### src/rtl/riscv_v_pkg.sv
// Shared types for the riscv_v elastic pipeline stages.
// Latency: none, this file holds declarations only.
// Backpressure: none, this file holds declarations only.
package riscv_v_pkg;

    // Encoding is chosen so that the state value equals the number of held entries.
    typedef enum logic [1:0] {
        ST_EMPTY = 2'd0,
        ST_BUSY  = 2'd1,
        ST_FULL  = 2'd2
    } skid_state_e;

    localparam int unsigned SKID_DEPTH = 2;

endpackage

### src/rtl/riscv_v_skid_stage.sv
// Two-entry skid buffer that cuts the ready path between upstream and downstream.
// Latency: 1 cycle from input accept to out_data when empty, or when busy and draining.
// Backpressure: in_ready is registered and drops only when both entries are held.
module riscv_v_skid_stage
    import riscv_v_pkg::*;
#(
    parameter int unsigned          DATA_W  = 32,
    parameter logic [DATA_W-1:0]    RST_VAL = '0
) (
    input  logic                clk,
    input  logic                rst,
    input  logic                flush,
    input  logic                in_valid,
    output logic                in_ready,
    input  logic [DATA_W-1:0]   in_data,
    output logic                out_valid,
    input  logic                out_ready,
    output logic [DATA_W-1:0]   out_data,
    output logic [1:0]          occupancy
);

    skid_state_e        state_q, state_d;
    logic [DATA_W-1:0]  main_q, main_d;
    logic [DATA_W-1:0]  skid_q, skid_d;
    logic               in_ready_q, in_ready_d;
    logic               out_valid_q, out_valid_d;
    logic               in_fire;
    logic               out_fire;

    // Handshakes use only registered ready/valid, so out_ready never reaches in_ready.
    assign in_fire  = in_valid && in_ready_q && !flush;
    assign out_fire = out_valid_q && out_ready;

    // State and data registers; reset empties the stage immediately.
    always_ff @(posedge clk or posedge rst) begin
        if (rst) begin
            state_q     <= ST_EMPTY;
            main_q      <= RST_VAL;
            skid_q      <= RST_VAL;
            in_ready_q  <= 1'b1;
            out_valid_q <= 1'b0;
        end else begin
            state_q     <= state_d;
            main_q      <= main_d;
            skid_q      <= skid_d;
            in_ready_q  <= in_ready_d;
            out_valid_q <= out_valid_d;
        end
    end

    // Next-state logic; flush overrides every transfer and drops all entries.
    always_comb begin
        state_d = state_q;
        case (state_q)
            ST_EMPTY: begin
                if (in_fire) state_d = ST_BUSY;
            end
            ST_BUSY: begin
                if (in_fire && !out_fire)      state_d = ST_FULL;
                else if (!in_fire && out_fire) state_d = ST_EMPTY;
            end
            ST_FULL: begin
                if (out_fire) state_d = ST_BUSY;
            end
            default: state_d = ST_EMPTY;
        endcase
        if (flush) state_d = ST_EMPTY;
    end

    // Data register loads; registers hold otherwise so idle storage does not toggle.
    always_comb begin
        main_d = main_q;
        skid_d = skid_q;
        if (!flush) begin
            case (state_q)
                ST_EMPTY: begin
                    if (in_fire) main_d = in_data;
                end
                ST_BUSY: begin
                    if (in_fire && out_fire) main_d = in_data;
                    else if (in_fire)        skid_d = in_data;
                end
                ST_FULL: begin
                    if (out_fire) main_d = skid_q;
                end
                default: begin
                    main_d = main_q;
                    skid_d = skid_q;
                end
            endcase
        end
    end

    // Handshake outputs are precomputed from the next state so they leave flops directly.
    always_comb begin
        in_ready_d  = (state_d != ST_FULL);
        out_valid_d = (state_d != ST_EMPTY);
    end

    assign in_ready  = in_ready_q;
    assign out_valid = out_valid_q;
    assign out_data  = main_q;
    assign occupancy = state_q;

endmodule

### config.mk
export PLATFORM = sky130hd
export DESIGN_NAME = riscv_v_skid_stage
export DESIGN_NICKNAME = d
export VERILOG_FILES = /design/src/rtl/riscv_v_pkg.sv /design/src/rtl/riscv_v_skid_stage.sv
export SDC_FILE = /design/constraint.sdc
export NUM_CORES = 1
export LEC_CHECK = 0
export CELL_PAD_IN_SITES_DETAIL_PLACEMENT = 1
export CELL_PAD_IN_SITES_GLOBAL_PLACEMENT = 2
export CORE_MARGIN = 1
export CORE_UTILIZATION = 38
export CTS_CLUSTER_SIZE = 16
export DETAILED_ROUTE_END_ITERATION = 12
export PLACE_DENSITY_LB_ADDON = 0.1
export SETUP_SLACK_MARGIN = 0.05
export SLEW_MARGIN = 0
export SYNTH_ARGS = -nofsm -noshare
export SYNTH_HDL_FRONTEND = slang
export SYNTH_SLANG_ARGS = --single-unit
### constraint.sdc
create_clock -name clk -period 4.7 [get_ports clk]
set_input_delay 0.94 -clock clk [delete_from_list [all_inputs] [get_ports clk]]
set_output_delay 0.94 -clock clk [all_outputs]
set_load 0.01 [all_outputs]
# Word level (Yosys, flattened, before mapping)
# Cells that the tools add are included.
totals:
  regBits: 68
  in_bits: 37
  out_inout_bits: 36
classes:
  n_eq_ne: 6
  n_mux: 10
  bitwise_logic: 2
  n_reduce_logical: 14
op_table:
  columns: ["operator", "count"]
  rows:
  - ["$mux W32", 3]
  - ["$pmux W32 S3", 1]
  - ["$mux W2", 5]
  - ["$ne A2 B2 Y1 const B", 4]
  - ["$logic_and A1 B1 Y1", 6]
  - ["$pmux W2 S3", 1]
  - ["$reduce_and A5 Y1", 1]
  - ["$reduce_and A4 Y1", 1]
  - ["$logic_not A1 Y1", 3]
  - ["$reduce_bool A3 Y1", 1]
  - ["$eq A2 B1 Y1 const B", 1]
  - ["$eq A2 B2 Y1 const B", 1]
  - ["$logic_not A2 Y1", 1]
  - ["$not A1 Y1", 2]
  - ["$reduce_bool A2 Y1", 1]

# Logic depth before layout (Yosys ltp)
# Gate-level depths: netlist (run 1).
depth:
  ltp_word: 9
  depth_mapped: 6
  depth_no_buf: 4

# Least setup slack after synthesis (run 1)
# Ideal clock, no wire load.
synth_path:
  path_type: "input to register"
  startpoint: "input in_valid"
  endpoint: "register main_q[0] (netlist: out_data[0])"
  setup_ps: 125
  t_arrival_ps: 2050
  required_time_ps: 4575
  path_slack_ps: 2525
  path_stages: 5
  path_buffers: 1
  cell_sequence: "and3b_2 -> a31oi_2 -> o32ai_4 -> buf_6 -> mux2_4"
synth_between:
  elab_chain_cells: 5
synth_rtl:
  columns: ["element", "line", "source"]
  rows:
  - ["start, declared", "riscv_v_skid_stage.sv:13", "input logic in_valid,"]
  - ["$logic_and A1 B1 Y1 * (2 in series)", "riscv_v_skid_stage.sv:31", "assign in_fire = in_valid && in_ready_q && !flush;"]
  - ["$logic_and A1 B1 Y1", "riscv_v_skid_stage.sv:80", "if (in_fire && out_fire) main_d = in_data;"]
  - ["$ne A2 B2 Y1 (no line)", null, null]
  - ["$reduce_and A5 Y1 (no line) *", null, null]
  - ["end signal, assigned", "riscv_v_skid_stage.sv:44", "main_q <= main_d;"]
  - ["end, declared", "riscv_v_skid_stage.sv:23", "logic [DATA_W-1:0] main_q, main_d;"]
# Every way passes the cells marked *; elsewhere a longest branch is shown, timed or not.
# A chain may end at the register's enable or synchronous reset.

# Worst setup path after layout (run 1)
layout_path:
  startpoint: "input in_valid"
  endpoint: "register skid_q[26]"
layout_between:
  elab_chain_cells: 5
layout_rtl:
  columns: ["element", "line", "source"]
  rows:
  - ["$logic_and A1 B1 Y1 * (2 in series)", "riscv_v_skid_stage.sv:31", null]
  - ["$logic_and A1 B1 Y1", "riscv_v_skid_stage.sv:80", null]
  - ["$not A1 Y1 (no line)", null, null]
  - ["$reduce_and A4 Y1 (no line) *", null, null]
  - ["end signal, assigned", "riscv_v_skid_stage.sv:45", "skid_q <= skid_d;"]
  - ["end, declared", "riscv_v_skid_stage.sv:24", "logic [DATA_W-1:0] skid_q, skid_d;"]
# Marks and branches as above.

==> results.ini, run 1 <==
[worst_setup_path]
cp.required_ns=4.91
cp.depth=5
slowest_stage=nand2b_2
path_class=primary input to flop
cpPeakStageDelay_ns=0.58
startpoint_type=primary input
crit_chain=clkdlybuf4s50_1 > and3b_2 > nand2b_2 > nand2b_2 > mux2_4
crit_top_cell=nand2b_2
rr_worst_depth=4
crit_path_end_kind=flop
cp.arrival_ns=2.86
crit_fanout=32
cp_top_family=simple AND/OR/NAND/NOR gates
crit_buf_inv=1

[logic_synthesis]
synth_xor_area_share_pct=0
synth_area_leader_cell=dfrtp_1
synth_seq_area_share_pct=54.0
synth_adder_area_share_pct=0
synth_cells=194
synth_compound_area_share_pct=2.78
synthSimpleGateAreaFrac_pct=1.75
synth_top_family_by_area=multiplexers
yosys_register_bits=68
syn_nets=231
synth_area_leaders=dfrtp_1, mux2_2, mux2_4
yosysTopAreaCellShare_pct=53.2
syn-cell-area_mm2=0.00315
synth.area.mux_share_pct=38.0
synthDistinctLibCells=21
ys.warnings.count=0
syn_area_per_cell_um2=16.2

[placed_design]
routabilityCongestion=0.718
hpwl_mm=4.02
placed_area_mm2=0.00393
io_buffers=72

[grt]
grtUsageTotal_pct=15.9
grt.met2_usage_pct=23.3
grt_pass1_vias=2051
grt_overflow=0
grt_max_degree=44
use_met1_pct=22.4
grt_busiest_layer=met2
grt_pass1_wl_mm=10.5
antenna_found_initial=0
met3_usage_pct=3.98

[clock_network]
clk_pin_slew_worst_paths_ns=0.07
cts.sinks=68
cts-resized-gates=0
clk-insertion-delay-late_ns=0.34
cts_root_buf=clkbuf_8
cts_tree=yes
postCtsSetupBuffers=0
cts.path.max_buffers=2
htree_levels=3
cts_buffers=9
holdBufCountCts=0

[outcome]
status=complete, no violations

[finish]
nets=306
syn_to_final_growth_pct=29.9
fillers=787
antenna_cells=0
final_area_mm2=0.00410
drive_gt1_share_pct=44.3

[timing]
setup_viol=0
finalHoldViolCount=0
min_period_ns=2.65
final_max_slew_viol_count=0
clock.fmax_ghz=0.377
worst_slew_pin_slew_ns=0.878
fin_skew_ns=0.00995
rsz0062_at_grt=false
finalSetupTns_ns=0
fin_crit_sh_pct=56.4
slew_headroom_pct=41.5

[power]
power.density_mw_per_mm2=475
leakagePower_nw=1.77
irDropWorstVdd_mv=0.195

[hold_path]
hold_class=flop to flop
min_path_cells=1

[route]
antenna_left=0
firstDrtPassIters=2
first_iter_violations=37
wl_mm=6.16
vias_per_cell=4.94
vias=1852
remaining_drc_errors=0
wl_per_cell_um=16.4

[die]
num_rows=32
dieArea_mm2=0.00866
core_area_mm2=0.00789
boundaryPins=73
start_util_pct=40.0
die_h_um=93.1
die-width_um=93.1

[job]
cap_violations=0

## metal layers
layer  routed length, µm  vias up  part of all wire [%]
met4                  78        0                   1.3
met2                2770       57                    45
met3                 311        8                   5.0
li1                    -      842                     -
met1                3010      945                    49
met5                   0        -                     0
## logic make-up after synthesis
kind of cell           Yosys count
AOI/OAI and AO/OA                8
DFF                             68
muxes                           96
buffers and inverters           13
and+or+nand+nor                  9
## power breakdown
group	leakage [nW]	internal [mW]	switching [mW]
clock network	0.0893	0.216	0.208
registers	0.816	0.794	0.112
logic	0.863	0.424	0.191
total	1.77	1.43	0.511
## final cells by class
| class | count | area [µm²] | share of cell area [%] |
|---|---|---|---|
| clock inverter | 2 | 10.0 | 0.244 |
| timing repair buffer | 75 | 743 | 18.1 |
| clock buffer | 13 | 159 | 3.88 |
| tap | 102 | 128 | 3.12 |
| multi-input combinational | 113 | 1350 | 32.8 |
| sequential | 68 | 1700 | 41.6 |
| inverter | 2 | 7.51 | 0.183 |
## final timing paths
| kind | startpoint | to | slack (ns) |
|---|---|---|---|
| hold / removal | skid_q[6] | skid_q[6] | 0.50 |
| hold reg to reg | skid_q[6] | skid_q[6] | 0.50 |
| max in group asynchronous | rst | skid_q[31] | 2.76 |
| setup / recovery | in_valid | skid_q[26] | 2.05 |
| min in group asynchronous | rst | skid_q[10] | 0.99 |
| setup reg to reg | occupancy[1] | skid_q[27] | 2.59 |
## through the flow
step	power (mW)	setup slack [ns]	hold slack (ns)	instances	util (%)
after floorplan	1.25	2.05	0.475	194	-
after global placement	1.52	1.65	0.484	360	49.8
after detailed placement	1.54	1.64	0.490	360	49.8
after CTS	1.98	2.01	0.507	375	51.9
after global routing	2.07	1.86	0.522	375	51.9
final	1.95	2.05	0.503	375	51.9
## flip-flops by register name (all words and copies together) (netlist names)
signal,cells
occupancy,2
out_valid,1
in_ready,1
out_data,32
skid_q,32
## cell usage in the layout (no fill, tap or decap), types with 2 or more instances in the layout
| master | n |
|---|---|
| clkdlybuf4s50_1 | 72 |
| dfrtp_1 | 67 |
| mux2_2 | 65 |
| mux2_4 | 31 |
| clkbuf_8 | 11 |
| nand2b_2 | 3 |
| nand2_1 | 3 |
| buf_4 | 3 |
| a211oi_1 | 2 |
| clkbuf_1 | 2 |
| clkinv_2 | 2 |
## Yosys cell counts, drive strengths merged
cell	n
mux2	96
dfrtp	67
buf	11
nand2	3
nand2b	3
a211oi	2
inv	2
a21boi	1
a21oi	1
a221o	1
a31oi	1
and3b	1
and4	1
dfstp	1
nor2	1
o22a	1
o32ai	1
No activity file was read; power rests on OpenSTA's default activity.
==> run 2: changes to the inputs <==
- CORE_UTILIZATION: 38 -> 31
- clock period: 4.7 -> 2.4 ns (I/O delays scaled with it)
==> results.ini, run 2 (synthesized netlist as in run 1, its figures left out) <==
[outcome]
status=complete, no violations

[timing]
worst_slew_pin_slew_ns=0.469  ; -0.409 ns
fin_skew_ns=0.00988  ; -0.0000770 ns
slew_headroom_pct=68.7  ; +27 points
final_max_slew_viol_count=0  ; unchanged
clock.fmax_ghz=0.518
rsz0062_at_grt=false
min_period_ns=1.93
setup_viol=0  ; unchanged
finalSetupTns_ns=0  ; unchanged
fin_crit_sh_pct=80.4
finalHoldViolCount=0  ; unchanged

[finish]
drive_gt1_share_pct=46.6  ; +2.3 points
antenna_cells=0  ; unchanged
final_common_cell=clkdlybuf4s50_1
nets=313  ; +2.3%
syn_to_final_growth_pct=37.3
layout_common_cells=clkdlybuf4s50_1, dfrtp_1, mux2_2

[route]
wl_per_cell_um=16.0  ; -2.7%
remaining_drc_errors=0  ; unchanged
vias=1851  ; -0.054%
vias_per_cell=4.47  ; -9.5%
firstDrtPassIters=4  ; +2
wl_mm=6.62  ; +7.4%
antenna_left=0  ; unchanged
first_iter_violations=32  ; -14%

[clock_network]
cts_tree=yes
cts_buffers=9  ; unchanged
cts.sinks=68  ; unchanged
clk_pin_slew_worst_paths_ns=0.08  ; about the same
htree_levels=3  ; unchanged
clk-insertion-delay-late_ns=0.34  ; about the same
postCtsSetupBuffers=0  ; unchanged
holdBufCountCts=0  ; unchanged
cts_root_buf=clkbuf_8
cts-resized-gates=0  ; unchanged
cts.path.max_buffers=2  ; unchanged

[die]
die_h_um=103  ; +10%
num_rows=36  ; +13%
dieArea_mm2=0.0106  ; +22%
boundaryPins=73  ; unchanged
die-width_um=103  ; +10%
start_util_pct=32.1  ; -7.9 points
core_area_mm2=0.00982  ; +24%

[power]
power.density_mw_per_mm2=950  ; +100%
power_switching_mw=1.06  ; +110%
pwr-share-clk_pct=26.7  ; +4.9 points
p_total_mw=4.11  ; +110%
leakagePower_nw=1.85  ; +4.7%
swShare_pct=25.7  ; -0.54 points
comb_power_share_pct=30.1  ; -1.5 points
pwr-share-seq_pct=43.2  ; -3.4 points
irDropWorstVdd_mv=0.385  ; +97%
p_int_mw=3.05  ; +110%

[worst_setup_path]
crit_path_end_kind=flop
path_class=primary input to flop
crit_buf_inv=2  ; +1
crit_fanout=18  ; -44%
startpoint_type=primary input
cp_top_family=buffers and inverters
cp.required_ns=2.62  ; -2.29 ns
slowest_stage=clkdlybuf4s50_1
crit_chain=clkdlybuf4s50_1 > and3b_2 > a31oi_2 > o32ai_4 > buf_12 > mux2_2
r2r_slack_ns=0.52  ; -2.07 ns
cp.arrival_ns=2.15  ; -0.71 ns
rr_endpoint=out_data[19]
rr_worst_depth=5  ; +1
worstReg2RegStart=in_ready
cpPeakStageDelay_ns=0.47  ; -0.11 ns

[grt]
grtUsageTotal_pct=14.2  ; -1.8 points
antenna_found_initial=0  ; unchanged
grt_pass1_wl_mm=11.0  ; +4.8%
grt_pass1_vias=2145  ; +4.6%
grt_overflow=0  ; unchanged
grt_max_degree=28  ; -36%

[placed_design]
io_buffers=72  ; unchanged
hpwl_mm=4.55  ; +13%
routabilityCongestion=0.658  ; -8.4%

[hold_path]
hold_class=primary input to async pin

[job]
cap_violations=0  ; unchanged

[run 2: power by group through the flow]
stage	Combinational, mW	Sequential (mW)	Clock, mW
finish	1.24	1.77	1.10
floorplan	0.627	1.83	0
detailed placement	1.26	1.80	0
global route	1.34	1.84	1.20
global placement	1.23	1.79	0
CTS	1.26	1.78	1.15
[run 2: per-layer routing]
metal	global-route usage [%]	vias to the layer above	wire length [µm]
met3	4.14	8	302
met2	23.2	44	3260
met4	4.23	0	85
li1	-	870	-
met5	0	-	0
met1	18.1	929	2970
[run 2: worst max path at each step]
| stage | startpoint | endpoint | slack [ns] | cells after the start |
|---|---|---|---|---|
| 2_1_floorplan | rst | occupancy[0] | 0.21 | 1 |
| 3_3_place_gp | in_valid | out_data[19] | 0.11 | 6 |
| 3_5_place_dp | in_valid | out_data[19] | 0.1 | 6 |
| 4_1_cts | occupancy[0] | occupancy[0] | 0.44 | 1 |
| 5_1_grt | occupancy[0] | occupancy[0] | 0.41 | 1 |
| 6_report | in_valid | out_data[19] | 0.47 | 6 |
[run 2: area by class of cell]
| type | instances | area, µm² |
|---|---|---|
| Inverter | 2 | 7.51 |
| Clock inverter | 5 | 83.8 |
| Multi-Input combinational cell | 113 | 1350 |
| Timing Repair Buffer | 82 | 871 |
| Clock buffer | 11 | 151 |
| Fill cell | 1013 | 5490 |
| Tap cell | 133 | 166 |
| Sequential cell | 68 | 1700 |
[run 2: worst register-to-register path, stage by stage, from the launching register on]
cell     delay, ns
dfstp_2       0.57
and3b_2       0.23
a31oi_2       0.06
o32ai_4       0.33
buf_12        0.23
mux2_2        0.35
[run 2: metrics by stage]
step	cells	setup WS, ns	util (%)	cell area, µm²	hold WS [ns]
2_1_floorplan	194	0.210	-	3150	0.475
5_1_grt	414	0.410	44.1	4330	0.504
4_1_cts	414	0.438	44.1	4330	0.470
6_report	414	0.470	44.1	4330	0.471
3_5_place_dp	398	0.0985	41.7	4090	0.490
3_3_place_gp	398	0.108	41.7	4090	0.483
==> RTL edit 1 (config.mk and constraints of run 2) <==
Make the reset (`rst`) synchronous in one clocked block.
--- a/src/rtl/riscv_v_skid_stage.sv
+++ b/src/rtl/riscv_v_skid_stage.sv
@@ -34,3 +34,3 @@
     // State and data registers; reset empties the stage immediately.
-    always_ff @(posedge clk or posedge rst) begin
+    always_ff @(posedge clk) begin
         if (rst) begin
Check against the original RTL: differs if rst is asserted again (counterexample within 4 cycles, from zero or initial values and one cycle with rst high); with rst held inactive, the same outputs for 10 cycles.
==> RTL edit 1 against run 2 <==
- die area is 4.7% lower
- worst setup slack worse by 17 ps
- first-iteration DRC count grew to 2.6 times the old value
- synthesized area is 4.8% lower
- synthesized cell count is 92% higher
- non-clock buffer count is 2 higher
- clock skew is 1.2 ps lower
- sequential cell count stayed put
- wire length is 23% higher
- design area is 4.5% lower
- global-route usage is 3.3 points higher
- critical path type unchanged
- critical endpoint is now out_data[7]
- highest routed layer unchanged
Power is not compared: it rests on default switching activity, and its combinational part moved more than twofold at a synthesized area within 25%.
==> RTL edit 1: results (changes against run 2) <==
INFO  metric ys_async_sr_fraction = 0 (-1.000)
INFO  metric grt_start_max_net_pins = 40 (+43%)
INFO  metric grt_first_pass_wirelength = 13650 microns (+24%)
INFO  metric wl = 8151 microns (+23%)
INFO  metric r2r_start = occupancy[0]
INFO  metric drive_above_1_share = 0.1419 (-0.3243)
INFO  metric synth_mux_area_frac = 0.1234 (-0.2565)
INFO  metric status = finished clean
INFO  metric fraction_of_area_in_multi_input_gates = 0.3662 (+0.05544)
INFO  metric dp.final_hpwl = 5175 microns (+14%)
INFO  metric place_congestion = 0.6499 (-1.2%)
INFO  metric grt_util_met3 = 0.03064 (-0.01072)
INFO  metric grt_usage = 0.1746 (+0.03305)
INFO  metric post_drt_wl_per_cell = 14.23 microns (-11%)
INFO  metric clockNetworkAreaShare = 0.05690 (+0.002550)
INFO  metric cp_max_fo = 32 (+14)
INFO  metric area_growth = 37.78%
INFO  metric finalNetCount = 476 (+52%)
INFO  metric drt_first_iter_violations = 83 (+160%)
INFO  metric final.signal_buffer_count = 84 (+2.4%)
INFO  metric timing.hold.worst.class = flip-flop to flip-flop
INFO  metric layout.non_clock_inverters = 1 (-1)
INFO  metric timing.critical_path.arrival = 2170 ps (+20 ps)
INFO  metric buffer_area_frac = 0.2076 (+0.006413)
INFO  metric postSynth.topFlopCell = sky130_fd_sc_hd__dfxtp_1
INFO  metric synth_compound_area_frac = 0.1309 (+0.1032)
INFO  metric critPathLaunch = flush
INFO  metric register_area = 1361 sq um (-20%)
INFO  metric layout.comb_gates.multi_input = 275 (+140%)
RTL edit 1: changes by cell type after synthesis, sizes merged, moves of 2 or more:
cell and delta:
clkbuf +23, and2 +2, dfxtp +68, mux2 -64
a21oi +64, nor2b +33, nand2 +128, dfrtp -67
buf -5
RTL edit 1: layer usage:
metal | share of wire | routed length [microns]
met2 | 0.46 | 3725
met4 | 0.016 | 130
met3 | 0.032 | 264
met1 | 0.49 | 4031
met5 | 0 | 0
RTL edit 1: final timing paths:
check	to	slack [ps]	cells past startpoint
min	skid_q[17]	460	2
max reg2reg	out_data[12]	510	5
max	out_data[7]	450	6
min reg2reg	skid_q[17]	460	2
RTL edit 1: power breakdown:
part           total [mW]  internal [mW]  leakage (nW)  switching (mW)
combinational       0.266          0.152         0.887           0.114
clock                1.10          0.667         0.122           0.430
sequential           1.17           1.16         0.550          0.0149
total                2.53           1.97          1.56           0.559
RTL edit 1: kinds of logic after synthesis:
kind of cell / Yosys count
mux: 33
flops: 68
simple gates: 171
compound gates: 71
buf+inv: 30
==> RTL edit 2 (flow settings as in run 2) <==
Made on the original files. Set the parameter `DATA_W` to 36 (it was 32).
--- a/src/rtl/riscv_v_skid_stage.sv
+++ b/src/rtl/riscv_v_skid_stage.sv
@@ -6,3 +6,3 @@
 #(
-    parameter int unsigned          DATA_W  = 32,
+    parameter int unsigned          DATA_W  = 36,
     parameter logic [DATA_W-1:0]    RST_VAL = '0
Ports: changed (resized in_data and out_data); port bits go from 73 to 81. The function was not compared with the original's and may differ.
==> RTL edit 2 against run 2 <==
- worst hold slack better by 33 ps
- clock skew down 1.7 ps
- worst setup slack worse by 50 ps
- wire length up 9.9%
- largest cell class unchanged
- synthesized area up 8.3%
- critical path depth down 5
- power up 7.5%
- design area up 7.7%
- critical path type is now flip-flop to output port
- fmax down 2.5%
- critical endpoint is now in_ready
- combinational power up 5%
- sequential cell count up 8
- sequential power up 13%
==> RTL edit 2: results (changes against run 2) <==
INFO  metric dp.final_hpwl = 4697 microns (+3.3%)
INFO  metric status = finished clean
INFO  metric critPathTopFamily = flip-flops
INFO  metric synth.yosys.seq_area_share = 0.5578 (+0.01746)
INFO  metric reg2reg_depth = 4 (-1)
INFO  metric tightestPinTransition = 445.9 ps (-22.95 ps)
INFO  metric drive_above_1_share = 0.4572 (-0.008955)
INFO  metric worst-r2r-setup-slack = 670 ps (+150 ps)
INFO  metric yosys-top-cells-count = sky130_fd_sc_hd__mux2_2, sky130_fd_sc_hd__dfrtp_1, sky130_fd_sc_hd__mux2_4
INFO  metric placedCellCount = 424 (+6.5%)
INFO  metric synthTopCellsByArea = sky130_fd_sc_hd__dfrtp_1, sky130_fd_sc_hd__mux2_2, sky130_fd_sc_hd__mux2_4
INFO  metric wl_met2 = 3543 microns (+8.7%)
INFO  metric grt_util_met3 = 0.04924 (+0.007884)
INFO  metric gr-usage-met1 = 0.1791 (-0.002331)
INFO  metric fillerInstances = 1060 (+4.6%)
INFO  metric grt_first_pass_wirelength = 12190 microns (+11%)
INFO  metric finalNetCount = 340 (+8.6%)
INFO  metric cp_max_fo = 6 (-12)
INFO  metric grt_usage = 0.1397 (-0.001845)
INFO  metric met3WireLength = 385 microns (+27%)
INFO  metric drt_first_iter_violations = 44 (+38%)
INFO  metric timing.hold.worst.class = flip-flop to flip-flop
INFO  metric finClkSkew = 8.188 ps (-1.687 ps)
INFO  metric grt_util_met2 = 0.2230 (-0.008753)
INFO  metric synth_mux_area_frac = 0.3674 (-0.01248)
==> RTL edit 2: cell count changes after synthesis, moves of 2 or more <==
cell and change:
sky130_fd_sc_hd__mux2_2 +32, sky130_fd_sc_hd__mux2_4 -21, sky130_fd_sc_hd__dfrtp_1 +8, sky130_fd_sc_hd__nand2_1 -3, sky130_fd_sc_hd__nand2b_1 -2
==> RTL edit 2: layout make-up <==
cell class	count	area (sq um)	area share
sequential	76	1903	0.4081
multi-input combinational	122	1408	0.3019
timing repair buffer	88	935.9	0.2007
tap	136	170.2	0.03649
clock buffer	12	165.2	0.03542
clock inverter	4	70.07	0.01503
inverter	2	11.26	0.002415
==> RTL edit 2: power breakdown <==
group | switching [mW] | internal (mW)
sequential | 0.250 | 1.75
clock | 0.456 | 0.668
combinational | 0.420 | 0.877
==> RTL edit 2: how the worst max path moves through the flow <==
stage	endpoint
3_3_place_gp	out_data[17]
2_1_floorplan	out_data[0]
6_report	in_ready
4_1_cts	in_ready
5_1_grt	in_ready
3_5_place_dp	out_data[4]
